[src/rtl/axi_sram_slave_pkg.sv]
// axi_sram_slave_pkg
//   Shared definitions for the AXI3 SRAM slave: FSM state encoding, AXI
//   response codes, the INCR burst code and the 32-bit beat size code.
//   There are no ports; the slave imports this package.
package axi_sram_slave_pkg;

    typedef enum logic [2:0] {
        ST_IDLE    = 3'd0,
        ST_RD_REQ  = 3'd1,
        ST_RD_DATA = 3'd2,
        ST_WR_DATA = 3'd3,
        ST_WR_RESP = 3'd4
    } state_t;

    localparam logic [1:0] RESP_OKAY   = 2'b00;
    localparam logic [1:0] RESP_EXOKAY = 2'b01;
    localparam logic [1:0] RESP_SLVERR = 2'b10;
    localparam logic [1:0] RESP_DECERR = 2'b11;

    localparam logic [1:0] BURST_INCR = 2'b01;
    localparam logic [2:0] SIZE_WORD  = 3'b010;

    // Response for a new request: an address outside the memory decodes to
    // DECERR; an unsupported size or burst type is a slave error.
    function automatic logic [1:0] req_resp(input logic       addr_hi_bad,
                                            input logic [2:0] size,
                                            input logic [1:0] burst);
        if (addr_hi_bad)
            return RESP_DECERR;
        else if (size != SIZE_WORD || burst != BURST_INCR)
            return RESP_SLVERR;
        else
            return RESP_OKAY;
    endfunction

endpackage

[src/rtl/axi_sram_slave.sv]
// axi_sram_slave
//   AXI3 slave that serves one INCR burst at a time from an external
//   single-port 32-bit SRAM (sram_1rw, instantiated by the parent).
//   Ports:
//     i_clk, i_rst         clock, synchronous active-high reset
//     AR/R channel         i_ar*, o_arready, o_r*, i_rready
//     AW/W/B channel       i_aw*, o_awready, i_w*, o_wready, o_b*, i_bready
//     SRAM port            o_mem_en, o_mem_we, o_mem_addr, o_mem_wdata,
//                          i_mem_rdata (valid one cycle after a read)
//   Build option:
//     AXI_SLAVE_ERR_EN     when defined, out-of-range addresses give DECERR,
//                          unsupported size/burst or a misplaced wlast give
//                          SLVERR; errored bursts neither write nor return data.
//
//   state      | meaning
//   -----------+----------------------------------------------------
//   ST_IDLE    | ready for AR or AW (read wins when both are valid)
//   ST_RD_REQ  | issue SRAM read for the current beat
//   ST_RD_DATA | present read beat until rready
//   ST_WR_DATA | accept write beats, one SRAM write each
//   ST_WR_RESP | present write response until bready
module axi_sram_slave
    import axi_sram_slave_pkg::*;
#(
    parameter int WRD_ADDR_BIT = 14
) (
    input  logic                    i_clk,
    input  logic                    i_rst,
    input  logic [3:0]              i_arid,
    input  logic [31:0]             i_araddr,
    input  logic [7:0]              i_arlen,
    input  logic [2:0]              i_arsize,
    input  logic [1:0]              i_arburst,
    input  logic                    i_arvalid,
    output logic                    o_arready,
    output logic [3:0]              o_rid,
    output logic [31:0]             o_rdata,
    output logic [1:0]              o_rresp,
    output logic                    o_rlast,
    output logic                    o_rvalid,
    input  logic                    i_rready,
    input  logic [3:0]              i_awid,
    input  logic [31:0]             i_awaddr,
    input  logic [7:0]              i_awlen,
    input  logic [2:0]              i_awsize,
    input  logic [1:0]              i_awburst,
    input  logic                    i_awvalid,
    output logic                    o_awready,
    input  logic [3:0]              i_wid,
    input  logic [31:0]             i_wdata,
    input  logic [3:0]              i_wstrb,
    input  logic                    i_wlast,
    input  logic                    i_wvalid,
    output logic                    o_wready,
    output logic [3:0]              o_bid,
    output logic [1:0]              o_bresp,
    output logic                    o_bvalid,
    input  logic                    i_bready,
    output logic                    o_mem_en,
    output logic [3:0]              o_mem_we,
    output logic [WRD_ADDR_BIT-1:0] o_mem_addr,
    output logic [31:0]             o_mem_wdata,
    input  logic [31:0]             i_mem_rdata
);

    localparam logic [WRD_ADDR_BIT-1:0] ADDR_ONE = WRD_ADDR_BIT'(1);

    state_t                  r_state, w_next;
    logic [3:0]              r_id;
    logic [WRD_ADDR_BIT-1:0] r_addr;
    logic [7:0]              r_len, r_cnt;
    logic [1:0]              r_resp;
    logic [31:0]             r_rdata;
    logic                    r_first;
    logic                    w_last;
    logic [1:0]              w_ar_resp, w_aw_resp, w_beat_resp;
    logic                    w_unused;

    assign w_last = (r_cnt == r_len);

`ifdef AXI_SLAVE_ERR_EN
    assign w_ar_resp = req_resp(i_araddr[31:WRD_ADDR_BIT+2] != '0, i_arsize, i_arburst);
    assign w_aw_resp = req_resp(i_awaddr[31:WRD_ADDR_BIT+2] != '0, i_awsize, i_awburst);
    // A wlast that disagrees with the beat count turns an OKAY burst into
    // SLVERR from that beat on; earlier errors take precedence.
    assign w_beat_resp = (r_resp == RESP_OKAY && i_wlast != w_last) ? RESP_SLVERR : r_resp;
    assign w_unused    = ^{i_araddr[1:0], i_awaddr[1:0], i_wid};
`else
    assign w_ar_resp   = RESP_OKAY;
    assign w_aw_resp   = RESP_OKAY;
    assign w_beat_resp = RESP_OKAY;
    assign w_unused    = ^{i_araddr[31:WRD_ADDR_BIT+2], i_araddr[1:0], i_arsize, i_arburst,
                           i_awaddr[31:WRD_ADDR_BIT+2], i_awaddr[1:0], i_awsize, i_awburst,
                           i_wid, i_wlast};
`endif

    assign o_rid      = r_id;
    assign o_bid      = r_id;
    assign o_mem_addr = r_addr;

    // Outputs are gated by i_rst so nothing is driven during the reset cycle,
    // even while the state register still holds a mid-burst state.
    always_comb begin
        w_next      = r_state;
        o_arready   = 1'b0;
        o_awready   = 1'b0;
        o_rvalid    = 1'b0;
        o_rdata     = '0;
        o_rresp     = RESP_OKAY;
        o_rlast     = 1'b0;
        o_wready    = 1'b0;
        o_bvalid    = 1'b0;
        o_bresp     = RESP_OKAY;
        o_mem_en    = 1'b0;
        o_mem_we    = '0;
        o_mem_wdata = '0;
        if (!i_rst) begin
            case (r_state)
                ST_IDLE: begin
                    o_arready = 1'b1;
                    o_awready = !i_arvalid;
                    if (i_arvalid)
                        w_next = ST_RD_REQ;
                    else if (i_awvalid)
                        w_next = ST_WR_DATA;
                end
                ST_RD_REQ: begin
                    o_mem_en = 1'b1;
                    w_next   = ST_RD_DATA;
                end
                ST_RD_DATA: begin
                    o_rvalid = 1'b1;
                    o_rlast  = w_last;
                    o_rresp  = r_resp;
                    // First cycle forwards the SRAM output directly so a beat
                    // can complete every two cycles; later cycles use the copy.
                    if (r_resp == RESP_OKAY)
                        o_rdata = r_first ? i_mem_rdata : r_rdata;
                    if (i_rready)
                        w_next = w_last ? ST_IDLE : ST_RD_REQ;
                end
                ST_WR_DATA: begin
                    o_wready = 1'b1;
                    if (i_wvalid) begin
                        o_mem_en    = 1'b1;
                        o_mem_we    = (w_beat_resp == RESP_OKAY) ? i_wstrb : 4'b0000;
                        o_mem_wdata = i_wdata;
                        if (w_last)
                            w_next = ST_WR_RESP;
                    end
                end
                ST_WR_RESP: begin
                    o_bvalid = 1'b1;
                    o_bresp  = r_resp;
                    if (i_bready)
                        w_next = ST_IDLE;
                end
                default: w_next = ST_IDLE;
            endcase
        end
    end

    always_ff @(posedge i_clk) begin
        if (i_rst) begin
            r_state <= ST_IDLE;
            r_id    <= '0;
            r_addr  <= '0;
            r_len   <= '0;
            r_cnt   <= '0;
            r_resp  <= RESP_OKAY;
            r_rdata <= '0;
            r_first <= 1'b0;
        end else begin
            r_state <= w_next;
            case (r_state)
                ST_IDLE: begin
                    if (i_arvalid) begin
                        r_id   <= i_arid;
                        r_addr <= i_araddr[WRD_ADDR_BIT+1:2];
                        r_len  <= i_arlen;
                        r_cnt  <= '0;
                        r_resp <= w_ar_resp;
                    end else if (i_awvalid) begin
                        r_id   <= i_awid;
                        r_addr <= i_awaddr[WRD_ADDR_BIT+1:2];
                        r_len  <= i_awlen;
                        r_cnt  <= '0;
                        r_resp <= w_aw_resp;
                    end
                end
                ST_RD_REQ: r_first <= 1'b1;
                ST_RD_DATA: begin
                    if (r_first) begin
                        r_rdata <= i_mem_rdata;
                        r_first <= 1'b0;
                    end
                    if (i_rready && !w_last) begin
                        r_addr <= r_addr + ADDR_ONE;
                        r_cnt  <= r_cnt + 8'd1;
                    end
                end
                ST_WR_DATA: begin
                    if (i_wvalid) begin
                        r_addr <= r_addr + ADDR_ONE;
                        r_cnt  <= r_cnt + 8'd1;
                        r_resp <= w_beat_resp;
                    end
                end
                default: ;
            endcase
        end
    end

endmodule

[config.mk]
export PLATFORM = sky130hd
export DESIGN_NAME = axi_sram_slave
export DESIGN_NICKNAME = d
export VERILOG_FILES = /design/src/rtl/axi_sram_slave_pkg.sv /design/src/rtl/axi_sram_slave.sv
export SDC_FILE = /design/constraint.sdc
export NUM_CORES = 1
export LEC_CHECK = 0
export ABC_AREA = 1
export CAP_MARGIN = 20
export CORE_AREA = 2 2 108 110
export CTS_CLUSTER_DIAMETER = 200
export DETAILED_ROUTE_END_ITERATION = 16
export DIE_AREA = 0 0 110 112
export PLACE_DENSITY_LB_ADDON = 0.12
export SKIP_CTS_REPAIR_TIMING = 1
export SYNTH_ARGS = -nofsm -noshare
export SYNTH_HDL_FRONTEND = slang
export SYNTH_SLANG_ARGS = --single-unit
[constraint.sdc]
create_clock -name i_clk -period 2.7 [get_ports i_clk]
set_clock_uncertainty 0.2 [all_clocks]
set_input_delay 0.405 -clock i_clk [delete_from_list [all_inputs] [get_ports i_clk]]
set_output_delay 0.405 -clock i_clk [all_outputs]
set_load 0.005 [all_outputs]
After elaboration in Yosys (flattened, before gate mapping)

Index checks and enable logic that the tools add are counted.

Register bits: 72
Logic and storage cells: 90
Bits of input ports: 178
Output and inout bits: 101
Bits in read-only memories: 0
Memory bits (writable): 0
Memories kept: 0
Bits in latches: 0

Order comparisons: 0
Divide/modulo/power cells: 0
Shifts and indexed selects: 0
Bitwise gates (word level): 0
Reductions and logical operators: 13
Muxes and demuxes: 56
Eq/ne operators: 11
Multipliers: 0
Add/sub/neg operators: 2

Operators with widths:

| cell                                                            | number |
|---|---|
| 32-bit two-way mux                                              | 7 |
| 14-bit two-way mux                                              | 4 |
| 8-bit two-way mux                                               | 6 |
| 14-bit case mux with 3 select lines                             | 1 |
| 8-bit case mux with 3 select lines                              | 1 |
| 4-bit two-way mux                                               | 5 |
| 3-bit two-way mux                                               | 6 |
| 1-bit two-way mux                                               | 15 |
| 3-bit case mux with 5 select lines                              | 1 |
| 14-bit by 1-bit adder with 14-bit output, second input constant | 1 |
| 2-bit two-way mux                                               | 7 |
| 2-bit inequality test, second input constant                    | 5 |
| 8-bit by 1-bit adder with 8-bit output, second input constant   | 1 |
| 8-bit == test                                                   | 1 |
| 3-bit by 2-bit == test with 1-bit output, second input constant | 2 |
| 2-bit nonzero test                                              | 3 |
| 5-bit AND reduction                                             | 1 |
| 1-bit case mux with 2 select lines                              | 2 |
| 2-bit case mux with 2 select lines                              | 1 |
| 4-bit AND reduction                                             | 1 |
| 3-bit by 1-bit == test with 1-bit output, second input constant | 1 |
| 3-bit == test, second input constant                            | 1 |
| 3-bit zero test                                                 | 1 |
| 3-bit inequality test, second input constant                    | 1 |
| 6 further kinds                                                 | 7 |

Longest topological paths before layout

Word-level depth: 5
Gate-level depth with buffers: 11
Mapped depth without buffers: 11

Worst setup path before layout

Ideal clock, no wire load.

Path type: reg2out
Start: register r_state[2]
End: output o_rlast
Path slack: 822 ps
Arrival time: 1273 ps
Required time: 2095 ps
Buffers on the path: 2
Stages on the path, launching flop included: 10
Path through: dfxtp_1 > inv_2 > nand2_4 > inv_2 > nand2_1 > nor2_2 > inv_1 > buf_2 > buf_2 > nor2_1

Cells in the longest elaborated chain, start to end: 3

RTL lines:

| what                                     | RTL line              | RTL |
|---|---|---|
| start: declaration                       | axi_sram_slave.sv:68  | `state_t r_state, w_next;` |
| start signal: assignment                 | axi_sram_slave.sv:174 | `r_state <= w_next;` |
| 3-bit by 2-bit == test with 1-bit output | axi_sram_slave.sv:118 | `case (r_state)` |
| 1-bit two-way mux                        | axi_sram_slave.sv:118 |  |
| 1-bit two-way mux                        | axi_sram_slave.sv:117 | `if (!i_rst) begin` |
| end: declaration                         | axi_sram_slave.sv:39  | `output logic o_rlast,` |

Every way passes these cells.

Worst setup path after layout

Start: register r_state[0]
End: output o_mem_wdata[17]

Cells in the longest elaborated chain, start to end: 3

RTL lines:

| what                                     | RTL line              | RTL |
|---|---|---|
| 3-bit by 2-bit == test with 1-bit output | axi_sram_slave.sv:118 |  |
| 32-bit two-way mux                       | axi_sram_slave.sv:118 |  |
| 32-bit two-way mux                       | axi_sram_slave.sv:117 |  |
| end: declaration                         | axi_sram_slave.sv:62  | `output logic [31:0] o_mem_wdata,` |

Every way passes these cells.

==> flow_summary.yaml <==
routing:
  drt_wl_total_um: 13700
  drc: 0
  via_per_inst: 4.776
  firstDrtPassIters: 6
  num_vias: 5177
  ant_nets: 0
  post_drt_wl_per_cell_um: 12.64
  drtIter0Drc: 424
pwr:
  pwr-share-clk_pct: 24.1
  p_int_mw: 3.115
  sw_frac_of_total_pct: 39.30
  p_leak_nw: 3.005
  power_density_nw_per_um2: 728.9
  irDropWorstVdd_mv: 0.5640
  p_comb_share_pct: 47.2
  seqPwrFrac_pct: 28.7
  total_power_mw: 5.132
  switchingPower_mw: 2.017
worst_hold_path:
  min_path_type: "register to register"
  holdPathStages: 2
timing:
  setup_viol: 0
  period_needed_ns: 2.564
  fin_tns_setup_ns: 0
  whs_ns: 0.2631
  timing.final.crit_share_pct: 94.98
  finalMaxSlewViolations: 0
  clock.fmax_mhz: 390.0
  report.final.hold_viol_count: 0
floorplanning:
  die_y_um: 112
  num_rows: 39
  start_util_pct: 38.76
  die_w_um: 110
  io_pins: 279
  core_area_um2: 11170
  dieArea_um2: 12320
final_layout:
  num_antenna_cells: 0
  syn2layout_area_growth_pct: 62.54
  multi_input_area_um2: 2272
  final_nets: 1117
  seqCellArea_um2: 1406
  drive_above_1_share_pct: 6.589
  final_area_um2: 7041
  finalNonFillerCells: 1084
  fillers: 1040
synth:
  synth.top_cell.area_share_pct: 32.35
  syn_area_per_cell_um2: 5.958
  synth_top_cell_by_area: "dfxtp_1"
  ys_seq_elements: 70
  syn_area_um2: 4332
  synth_cells: 727
  synth.area.top_cells: "dfxtp_1 (32%), nor2_1 (14%), nand2_1 (11%)"
  seq_area_frac_synth_pct: 32.35
  yosysWarnings: 0
  synth.distinct_cells: 33
clock_tree:
  htreeDepth: 3
  clock_latency_ns: 0.33
  path_clk_slew_ns: 0.05
  cts_tree: "built"
  cts_buffers: 9
  cts_root_buf: "clkbuf_16"
  cts.path.max_buffers: 2
  cts_sinks: 70
global_route:
  grt_max_degree: 41
  grt_usage_pct: 22.29
  first_global_vias: 5038
  antenna_found_initial: 0
  grt_pass1_wl_um: 22300
  grt-ovfl-total: 0
setup_path:
  worstSetupEndpointType: "primary output"
  crit_type: "register to primary output"
  cp_max_fo: 36
  worst-r2r-setup-slack_ns: 0.58
  arrival_ns: 1.96
  required_ns: 2.10
  cp-start-kind: "register"
  ff2ff_path_depth: 10
placed_design:
  hpwl_um: 10440
  dp_cells: 1069
  placed_area_um2: 6704
  port_buffers: 223
  gp_congestion: 0.8358
job:
  maxCapViolCount: 0
run_status:
  status: "complete, no violations"
[kinds of logic (layout without fill, tap and decap cells)]
kind of cell               count (synthesis)  count (layout)  share of synthesized area, %
DFF                                       70              70                         32.35
and+or+nand+nor                          339             339                         31.89
other                                      1               4                       0.08657
adders and majority gates                  2               2                        0.5776
AOI/OAI and AO/OA                        146             146                         18.34
buffers and inverters                    164             375                         15.74
xor gates and xnor gates                   5               5                         1.011
[path summary, 6_finish.rpt]
kind                                  from         endpoint
worst max-delay path            r_state[0]  o_mem_wdata[17]
worst min-delay path              r_len[5]         r_len[5]
worst max register to register  r_state[2]         r_cnt[1]
worst min register to register    r_len[5]         r_len[5]
[cell usage after synthesis (all sizes together)]
library cell / number
nor2: 162
nand2: 136
inv: 116
dfxtp: 70
a21oi: 67
o22ai: 37
o21ai: 35
buf: 28
nand3: 25
clkbuf: 20
nor3: 6
nand4: 5
xnor2: 5
or2: 3
ha: 2
o211ai: 2
o31ai: 2
a31oi: 1
conb: 1
nor2b: 1
nor4: 1
o21bai: 1
o32ai: 1
[layout make-up]
type                            instances  area share [%]
Clock inverter                          6           1.244
Clock buffer                            9           3.199
Multi-Input combinational cell        496           32.27
Tap cell                              143           2.541
Timing Repair Buffer                  244           34.58
Sequential cell                        70           19.98
Inverter                              116           6.184
[per-stage QoR]
stage | setup slack, ns | util (%)
final | 0.1356 | 63.01
after global routing | -0.01371 | 63.01
after CTS | -0.01231 | 62.79
after detailed placement | -0.003803 | 59.99
after global placement | -0.02207 | 59.99
after floorplan | 0.8217 | -
[registers in the layout (all words and copies together) (netlist names)]
| signal | count |
|---|---|
| o_bid | 4 |
| o_mem_addr | 14 |
| r_cnt | 8 |
| r_first | 1 |
| r_len | 8 |
| r_rdata | 32 |
| r_state | 3 |
[cells in the final DEF, fill, tap and decap left out]
cell type        synthesis  routed
a21oi_1                 67      67
dfxtp_1                 70      66
nor3_1                   6       5
buf_4                    8      18
nand2_2                  2       3
inv_2                    5       6
conb_1                   1       4
nor3_2                   0       1
nand3_1                 24      24
clkinv_2                 0       2
o22ai_1                 37      37
dfxtp_2                  0       4
ha_1                     2       2
o21ai_0                 31      31
o21ai_1                  4       4
a31oi_1                  1       1
o211ai_1                 2       2
o21bai_1                 1       1
nand2_1                132     131
inv_1                  111     110
clkinv_4                 0       2
nand3_2                  1       1
nor4_1                   1       1
nor2_1                 156     156
nor2_2                   5       4
xnor2_1                  5       5
buf_12                   0       3
or2_2                    3       3
nor2_4                   1       2
dlymetal6s2s_1           0       3
clkbuf_16                0       9
clkdlybuf4s50_1          0     220
nand4_1                  5       5
nor2b_1                  1       1
o31ai_1                  2       2
bufinv_16                0       2
o32ai_1                  1       1
nand2_4                  2       2
[metal layers]
metal	GRT usage, %	wire [um]	up-vias
met2	38.28	6579	177
met4	6.245	209	0
met3	6.382	1033	20
met5	0	0	-
met1	26.76	5878	2285
li1	-	-	2695
[critical path, cell delays in order, from the launching register on]
cell             delay, ns
dfxtp_2               0.36
inv_2                 0.10
nor3_2                0.23
nand2_1               0.12
buf_12                0.18
nor2_1                0.09
clkdlybuf4s50_1       0.54
[power by group through the flow]
stage	sequential [mW]	clock [mW]	combinational [mW]
finish	1.47	1.24	2.42
global route	1.50	1.31	2.72
CTS	1.47	1.26	2.41
detailed placement	1.48	0	2.39
global placement	1.47	0	2.34
floorplan	1.44	0	1.54
No activity file was read; power rests on OpenSTA's default activity.
